===== config.mk =====
export PLATFORM = sky130hd
export DESIGN_NAME = atm_session_ctrl_flat
export DESIGN_NICKNAME = d
export VERILOG_FILES = /design/src/rtl/atm_session_ctrl_pkg.sv /design/src/rtl/atm_session_ctrl_if.sv /design/src/rtl/atm_session_ctrl_session_timer.sv /design/src/rtl/atm_session_ctrl.sv /design/src/flat_wrapper.sv
export SDC_FILE = /design/constraint.sdc
export NUM_CORES = 1
export LEC_CHECK = 0
export CORE_MARGIN = 2
export CORE_UTILIZATION = 50
export CTS_CLUSTER_SIZE = 14
export DETAILED_ROUTE_END_ITERATION = 10
export HOLD_SLACK_MARGIN = 0.15
export PLACE_DENSITY = 0.8
export SLEW_MARGIN = 20
export SYNTH_ARGS = -nofsm -noshare
export SYNTH_HDL_FRONTEND = slang
export SYNTH_SLANG_ARGS = --single-unit

===== constraint.sdc =====
create_clock -name clk -period 2.5 [get_ports clk]
set_input_delay 0.375 -clock clk [delete_from_list [all_inputs] [get_ports clk]]
set_output_delay 0.375 -clock clk [all_outputs]
set_load 0.005 [all_outputs]

===== src/rtl/atm_session_ctrl_pkg.sv =====
// Shared encodings for the ATM session sequencer: FSM states, error codes and menu operations.
package atm_session_ctrl_pkg;

    typedef enum logic [2:0] {
        IDLE      = 3'd0,
        LOOKUP    = 3'd1,
        WAIT_PIN  = 3'd2,
        CHECK_PIN = 3'd3,
        MENU      = 3'd4,
        EXEC      = 3'd5,
        EJECT     = 3'd6
    } state_e;

    typedef enum logic [2:0] {
        ERR_NONE      = 3'd0,
        ERR_NOT_FOUND = 3'd1,
        ERR_BAD_PIN   = 3'd2,
        ERR_LOCKED    = 3'd3,
        ERR_TIMEOUT   = 3'd4,
        ERR_REMOVED   = 3'd5
    } err_e;

    typedef enum logic [1:0] {
        OP_BALANCE  = 2'd0,
        OP_WITHDRAW = 2'd1,
        OP_DEPOSIT  = 2'd2,
        OP_EXIT     = 2'd3
    } op_e;

endpackage


===== src/rtl/atm_session_ctrl_if.sv =====
// Session bus between the card/keypad front end, the authenticator, the transaction datapath
// and the session sequencer. The sequencer uses the slave view; the environment uses master.
interface atm_session_ctrl_if;
    logic        card_in;
    logic [3:0]  acc_num;
    logic        pin_valid;
    logic [15:0] pin;
    logic        op_valid;
    logic [1:0]  op_code;
    logic        auth_found;
    logic        auth_ok;
    logic [3:0]  auth_index;
    logic        op_done;
    logic [3:0]  auth_acc_num;
    logic [15:0] auth_pin;
    logic        op_req;
    logic [1:0]  op_sel;
    logic [3:0]  acc_index;
    logic        session_active;
    logic        eject;
    logic [2:0]  err_code;
    logic [2:0]  state_out;

    modport slave (
        input  card_in, acc_num, pin_valid, pin, op_valid, op_code,
               auth_found, auth_ok, auth_index, op_done,
        output auth_acc_num, auth_pin, op_req, op_sel, acc_index,
               session_active, eject, err_code, state_out
    );

    modport master (
        output card_in, acc_num, pin_valid, pin, op_valid, op_code,
               auth_found, auth_ok, auth_index, op_done,
        input  auth_acc_num, auth_pin, op_req, op_sel, acc_index,
               session_active, eject, err_code, state_out
    );
endinterface


===== src/rtl/atm_session_ctrl_session_timer.sv =====
// Inactivity counter: counts while run is high, restarts on clear, flags the last allowed idle cycle.
module session_timer #(
    parameter int unsigned TIMEOUT_CYCLES = 1000
) (
    input  logic clk,
    input  logic rst,
    input  logic run,
    input  logic clear,
    output logic expired
);
    localparam int unsigned CW = (TIMEOUT_CYCLES > 1) ? $clog2(TIMEOUT_CYCLES) : 1;
    localparam logic [CW-1:0] LAST = CW'(TIMEOUT_CYCLES - 1);

    logic [CW-1:0] count_q;

    always_ff @(posedge clk or posedge rst) begin
        if (rst) begin
            count_q <= '0;
        end else if (clear) begin
            count_q <= '0;
        end else if (run) begin
            count_q <= count_q + 1'b1;
        end
    end

    assign expired = run && (count_q == LAST);
endmodule


===== src/rtl/atm_session_ctrl.sv =====
// ATM card-session sequencer: account lookup, PIN check with per-account lockout,
// inactivity timeout and menu dispatch over an op_req/op_done handshake.
module atm_session_ctrl
    import atm_session_ctrl_pkg::*;
#(
    parameter int unsigned MAX_TRIES      = 3,
    parameter int unsigned TIMEOUT_CYCLES = 1000,
    parameter int unsigned NUM_ACCOUNTS   = 10
) (
    input logic               clk,
    input logic               rst,
    atm_session_ctrl_if.slave bus
);
    state_e                  state_q, state_d;
    err_e                    err_q, err_d;
    logic [3:0]              acc_num_q, acc_num_d;
    logic [15:0]             pin_q, pin_d;
    logic [1:0]              op_sel_q, op_sel_d;
    logic [3:0]              acc_index_q, acc_index_d;
    logic [2:0]              tries_q, tries_d;
    logic [NUM_ACCOUNTS-1:0] lock_q, lock_d;
    logic                    op_req_q, op_req_d;
    logic                    eject_q, eject_d;
    logic                    active_q, active_d;
    logic                    timer_run, timer_clear, timer_expired;

    session_timer #(.TIMEOUT_CYCLES(TIMEOUT_CYCLES)) u_timer (
        .clk     (clk),
        .rst     (rst),
        .run     (timer_run),
        .clear   (timer_clear),
        .expired (timer_expired)
    );

    assign timer_run = (state_q == WAIT_PIN) || (state_q == MENU);

    always_comb begin
        state_d     = state_q;
        err_d       = err_q;
        acc_num_d   = acc_num_q;
        pin_d       = pin_q;
        op_sel_d    = op_sel_q;
        acc_index_d = acc_index_q;
        tries_d     = tries_q;
        lock_d      = lock_q;
        case (state_q)
            IDLE: begin
                if (bus.card_in) begin
                    acc_num_d = bus.acc_num;
                    err_d     = ERR_NONE;
                    state_d   = LOOKUP;
                end
            end
            LOOKUP: begin
                if (!bus.card_in) begin
                    err_d   = ERR_REMOVED;
                    state_d = IDLE;
                end else if (!bus.auth_found || 32'(bus.auth_index) >= NUM_ACCOUNTS) begin
                    err_d   = ERR_NOT_FOUND;
                    state_d = EJECT;
                end else if (lock_q[bus.auth_index]) begin
                    err_d   = ERR_LOCKED;
                    state_d = EJECT;
                end else begin
                    acc_index_d = bus.auth_index;
                    tries_d     = '0;
                    state_d     = WAIT_PIN;
                end
            end
            WAIT_PIN: begin
                if (!bus.card_in) begin
                    err_d   = ERR_REMOVED;
                    state_d = IDLE;
                end else if (bus.pin_valid) begin
                    pin_d   = bus.pin;
                    state_d = CHECK_PIN;
                end else if (timer_expired) begin
                    err_d   = ERR_TIMEOUT;
                    state_d = EJECT;
                end
            end
            CHECK_PIN: begin
                if (!bus.card_in) begin
                    err_d   = ERR_REMOVED;
                    state_d = IDLE;
                end else if (bus.auth_ok) begin
                    tries_d = '0;
                    err_d   = ERR_NONE;
                    state_d = MENU;
                end else if ((tries_q + 3'd1) == 3'(MAX_TRIES)) begin
                    lock_d[acc_index_q] = 1'b1;
                    err_d   = ERR_LOCKED;
                    state_d = EJECT;
                end else begin
                    tries_d = tries_q + 3'd1;
                    err_d   = ERR_BAD_PIN;
                    state_d = WAIT_PIN;
                end
            end
            MENU: begin
                if (!bus.card_in) begin
                    err_d   = ERR_REMOVED;
                    state_d = IDLE;
                end else if (bus.op_valid) begin
                    if (bus.op_code == OP_EXIT) begin
                        state_d = EJECT;
                    end else begin
                        op_sel_d = bus.op_code;
                        state_d  = EXEC;
                    end
                end else if (timer_expired) begin
                    err_d   = ERR_TIMEOUT;
                    state_d = EJECT;
                end
            end
            // Card removal is deliberately not checked here; MENU picks it up after op_done.
            EXEC: begin
                if (bus.op_done) begin
                    state_d = MENU;
                end
            end
            EJECT: begin
                if (!bus.card_in) begin
                    state_d = IDLE;
                end
            end
            default: state_d = IDLE;
        endcase

        // Outputs are decoded from the next state so they leave the flops aligned with state_out.
        op_req_d    = (state_d == EXEC);
        eject_d     = (state_d == EJECT);
        active_d    = (state_d == MENU) || (state_d == EXEC);
        timer_clear = (state_d != state_q) || bus.pin_valid || bus.op_valid;
    end

    always_ff @(posedge clk or posedge rst) begin
        if (rst) begin
            state_q     <= IDLE;
            err_q       <= ERR_NONE;
            acc_num_q   <= '0;
            pin_q       <= '0;
            op_sel_q    <= '0;
            acc_index_q <= '0;
            tries_q     <= '0;
            lock_q      <= '0;
            op_req_q    <= 1'b0;
            eject_q     <= 1'b0;
            active_q    <= 1'b0;
        end else begin
            state_q     <= state_d;
            err_q       <= err_d;
            acc_num_q   <= acc_num_d;
            pin_q       <= pin_d;
            op_sel_q    <= op_sel_d;
            acc_index_q <= acc_index_d;
            tries_q     <= tries_d;
            lock_q      <= lock_d;
            op_req_q    <= op_req_d;
            eject_q     <= eject_d;
            active_q    <= active_d;
        end
    end

    assign bus.auth_acc_num   = acc_num_q;
    assign bus.auth_pin       = pin_q;
    assign bus.op_req         = op_req_q;
    assign bus.op_sel         = op_sel_q;
    assign bus.acc_index      = acc_index_q;
    assign bus.session_active = active_q;
    assign bus.eject          = eject_q;
    assign bus.err_code       = err_q;
    assign bus.state_out      = state_q;
endmodule


===== src/flat_wrapper.sv =====
// flat-port wrapper written by rule: the top's interface ports become plain ports
module atm_session_ctrl_flat import atm_session_ctrl_pkg::*;
#(
    parameter int unsigned MAX_TRIES      = 3,
    parameter int unsigned TIMEOUT_CYCLES = 1000,
    parameter int unsigned NUM_ACCOUNTS   = 10
)
  (clk, rst, bus_card_in, bus_acc_num, bus_pin_valid, bus_pin, bus_op_valid, bus_op_code, bus_auth_found, bus_auth_ok, bus_auth_index, bus_op_done, bus_auth_acc_num, bus_auth_pin, bus_op_req, bus_op_sel, bus_acc_index, bus_session_active, bus_eject, bus_err_code, bus_state_out);
  atm_session_ctrl_if bus_i ();
  input logic clk;
  input logic rst;
  input wire logic [$bits(bus_i.card_in)-1:0] bus_card_in;
  input wire logic [$bits(bus_i.acc_num)-1:0] bus_acc_num;
  input wire logic [$bits(bus_i.pin_valid)-1:0] bus_pin_valid;
  input wire logic [$bits(bus_i.pin)-1:0] bus_pin;
  input wire logic [$bits(bus_i.op_valid)-1:0] bus_op_valid;
  input wire logic [$bits(bus_i.op_code)-1:0] bus_op_code;
  input wire logic [$bits(bus_i.auth_found)-1:0] bus_auth_found;
  input wire logic [$bits(bus_i.auth_ok)-1:0] bus_auth_ok;
  input wire logic [$bits(bus_i.auth_index)-1:0] bus_auth_index;
  input wire logic [$bits(bus_i.op_done)-1:0] bus_op_done;
  output wire logic [$bits(bus_i.auth_acc_num)-1:0] bus_auth_acc_num;
  output wire logic [$bits(bus_i.auth_pin)-1:0] bus_auth_pin;
  output wire logic [$bits(bus_i.op_req)-1:0] bus_op_req;
  output wire logic [$bits(bus_i.op_sel)-1:0] bus_op_sel;
  output wire logic [$bits(bus_i.acc_index)-1:0] bus_acc_index;
  output wire logic [$bits(bus_i.session_active)-1:0] bus_session_active;
  output wire logic [$bits(bus_i.eject)-1:0] bus_eject;
  output wire logic [$bits(bus_i.err_code)-1:0] bus_err_code;
  output wire logic [$bits(bus_i.state_out)-1:0] bus_state_out;
  assign bus_i.card_in = bus_card_in;
  assign bus_i.acc_num = bus_acc_num;
  assign bus_i.pin_valid = bus_pin_valid;
  assign bus_i.pin = bus_pin;
  assign bus_i.op_valid = bus_op_valid;
  assign bus_i.op_code = bus_op_code;
  assign bus_i.auth_found = bus_auth_found;
  assign bus_i.auth_ok = bus_auth_ok;
  assign bus_i.auth_index = bus_auth_index;
  assign bus_i.op_done = bus_op_done;
  assign bus_auth_acc_num = bus_i.auth_acc_num;
  assign bus_auth_pin = bus_i.auth_pin;
  assign bus_op_req = bus_i.op_req;
  assign bus_op_sel = bus_i.op_sel;
  assign bus_acc_index = bus_i.acc_index;
  assign bus_session_active = bus_i.session_active;
  assign bus_eject = bus_i.eject;
  assign bus_err_code = bus_i.err_code;
  assign bus_state_out = bus_i.state_out;
  atm_session_ctrl #(.MAX_TRIES(MAX_TRIES), .TIMEOUT_CYCLES(TIMEOUT_CYCLES), .NUM_ACCOUNTS(NUM_ACCOUNTS)) u_core (.clk(clk), .rst(rst), .bus(bus_i));
endmodule

==> metrics.yaml <==
run_status:
  status: "finished clean"
power_and_ir_drop:
  p_per_area_nw_per_um2: 1030
  vdd_drop_max_mv: 0.649
  static-leakage-power_nw: 1.80
floorplan:
  fp.dieH_um: 81.5
  start_util_pct: 51.4
  die_x_um: 81.5
  dieArea_um2: 6650
  coreArea_um2: 5850
  row_count: 28
  ioPinCount: 69
synth:
  synth.area.top_cells: "dfrtp_1 (48%), mux2_2 (9.0%), nor2_1 (3.4%)"
  synth_edf_count: 0
  syn_inst: 272
  ys_warn_count: 0
  syn_avg_cell_area_um2: 11.0
  netlist_area_um2: 3010
  synth_commonest_cells: "dfrtp_1 (58), nor2_1 (27), mux2_2 (24), nand2_1 (12), inv_1 (10)"
  syn-num-nets: 309
  ys_seq_area_share_pct: 48.3
  yosys.area.top_type_share_pct: 48.3
  yosysMostFrequentCell: "dfrtp_1"
  yosysUniqueCellTypes: 57
  yosysTopAreaCell: "dfrtp_1"
  yosys_most_used_dff: "dfrtp_1"
  async_flop_share_pct: 100
  ys_ff_latch: 58
grt:
  grt_antenna_before_repair: 0
  grt_pass1_vias: 2509
  grt_overflow: 0
  grt_pass1_wl_mm: 11.7
  grt_max_degree: 59
  grtUsageTotal_pct: 23.1
clock_network:
  clockBufferDepth: 2
  insertion_delay_ns: 0.34
  postCtsSetupRepairBufs: 0
  clkTransAtPathRegs_ns: 0.07
  cts_max_level: 3
  root_buffer: "clkbuf_8"
  cts_hold_buf: 0
  ctsResizeCount: 0
  cts.sinks: 58
  cts_made_buffers: 9
  cts_tree: "yes"
critical_path:
  worstSetupStartpoint: "u_core.bus.state_out[1]"
  rr_worst_depth: 7
  setup.worst_path.end_class: "flop"
  start_kind: "flop"
  rr_startpoint: "u_core.bus.state_out[1]"
  r2r-end: "u_core.u_timer.count_q[8]"
  cp_max_fo: 12
  crit_type: "reg2reg"
  crit_arrival_ns: 2.54
  crit_required_ns: 2.77
  r2r_slack_ns: 0.23
routing:
  viasPerCell: 5.40
  drc_errors: 0
  drtAntennaViolNets: 0
  dr.pass1.iters: 6
  drt-total-wl_mm: 6.99
  wl_per_cell_um: 15.8
  drt_iter0_markers: 181
  vias: 2386
timing:
  fin_crit_sh_pct: 90.8
  setup_tns_ns: 0
  timing.fmax_mhz: 440
  period_minus_slack_ns: 2.27
  maxSlewViolCount: 0
  relSlewSlack_pct: 68.5
  skew_ns: 0.00996
  hold_viol: 0
  setup_viol: 0
  setup_ws_ns: 0.229
  rsz0062_at_grt: "no"
  worstMarginPinSlew_ns: 0.469
cells_and_area:
  multi_input_comb_area_um2: 1450
  area_growth_pct: 36.2
  fin_nets: 400
  diodes: 0
  seqCellArea_um2: 1450
  drive_above_1_share_pct: 21.3
  fill_cells: 438
  layout.cells.non_filler: 442
run:
  cap_violations: 0
worst_hold_path:
  holdCritPathClass: "in2async"
placement:
  dp.cells: 427
  gp_congestion: 0.863
  pre_cts_ws_ns: -0.101
  hpwl_mm: 5.10
  io_buffers: 68
[power breakdown]
part           total [W]  leakage (nW)  internal, W  switching, W
combinational    0.00189         0.939      0.00111      0.000780
sequential       0.00149         0.763      0.00123      0.000257
clock           0.000848        0.0941     0.000478      0.000370
total            0.00422          1.80      0.00282       0.00141
[logic make-up after synthesis]
group	Yosys count	share of synthesized area, %
fa+ha+maj	3	1.25
xor+xnor	11	3.83
buf+inv	21	3.41
flops	58	48.3
simple gates	101	19.2
mux	32	11.7
compound gates	46	12.3
[sequential cells by signal, indices dropped and copies added (netlist names)]
| name | count |
|---|---|
| u_core.bus.acc_index | 4 |
| u_core.bus.eject | 1 |
| u_core.bus.err_code | 3 |
| u_core.bus.op_req | 1 |
| u_core.bus.session_active | 1 |
| u_core.u_timer.count_q | 10 |
| u_core.bus.op_sel | 2 |
| u_core.lock_q | 10 |
| u_core.bus.state_out | 3 |
| u_core.tries_q | 3 |
| u_core.bus.auth_pin | 16 |
| u_core.bus.auth_acc_num | 4 |
[cells in the final DEF, fill, tap and decap left out, drive strengths merged, types with 2 or more instances in the layout]
master	count
clkdlybuf4s50	68
dfrtp	58
nor2	28
mux2	25
buf	23
nand2	12
clkbuf	10
inv	10
or4	10
nor3	9
o21ai	8
nor2b	7
mux2i	7
xnor2	7
nor3b	7
nand2b	6
a21o	6
nand3	5
a21oi	5
a31o	4
a31oi	4
xor2	4
nand4	3
o22ai	3
ha	3
and3	3
a2bb2oi	3
and2	2
nand3b	2
o21a	2
a211o	2
clkinvlp	2
clkinv	2
nor4	2
[per-layer routing]
metal | share of wire (%) | GRT usage [%] | routed length (um) | up-vias
met5 | 0 | 0 | 0 | -
met4 | 2.4 | 10.7 | 169 | 0
met3 | 4.8 | 6.26 | 338 | 15
met2 | 49 | 36.9 | 3410 | 59
met1 | 44 | 29.2 | 3070 | 1151
li1 | - | - | - | 1161
[cell type report]
cell class              instances  share of cell area [%]
clock buffers                  10                    3.36
inverters                      10                   0.917
well taps                      75                    2.29
flip-flops and latches         58                    35.5
clock inverters                 5                    1.35
multi-input cells             193                    35.5
repair buffers                 91                    21.2
[worst max path at each step]
stage               slack [ns]                        end
finish                    0.23  u_core.u_timer.count_q[8]
detailed placement       -0.10           u_core.bus.eject
global placement         -0.05           u_core.bus.eject
CTS                       0.24  u_core.u_timer.count_q[8]
floorplan                 0.43     u_core.bus.err_code[0]
global route              0.05  u_core.u_timer.count_q[1]
[metrics by stage]
stage          instance area [um^2]  hold slack [ns]  utilization [%]  total power, W
6_report                       4090            0.394             70.0         0.00422
5_1_grt                        4090            0.448             70.0         0.00449
4_1_cts                        4090            0.416             70.0         0.00425
3_5_place_dp                   3900            0.449             66.7         0.00339
3_3_place_gp                   3900            0.447             66.7         0.00333
2_1_floorplan                  3010            0.427                -         0.00245
[critical path, stage by stage, from the launching register on]
cell      delay (ns)
dfrtp_1         0.62
buf_4           0.27
nand3b_1        0.12
nor2_2          0.21
a221oi_4        0.07
and3_1          0.30
or4_1           0.51
nor2_1          0.10
Note: power is estimated with default switching activity, not from simulation.
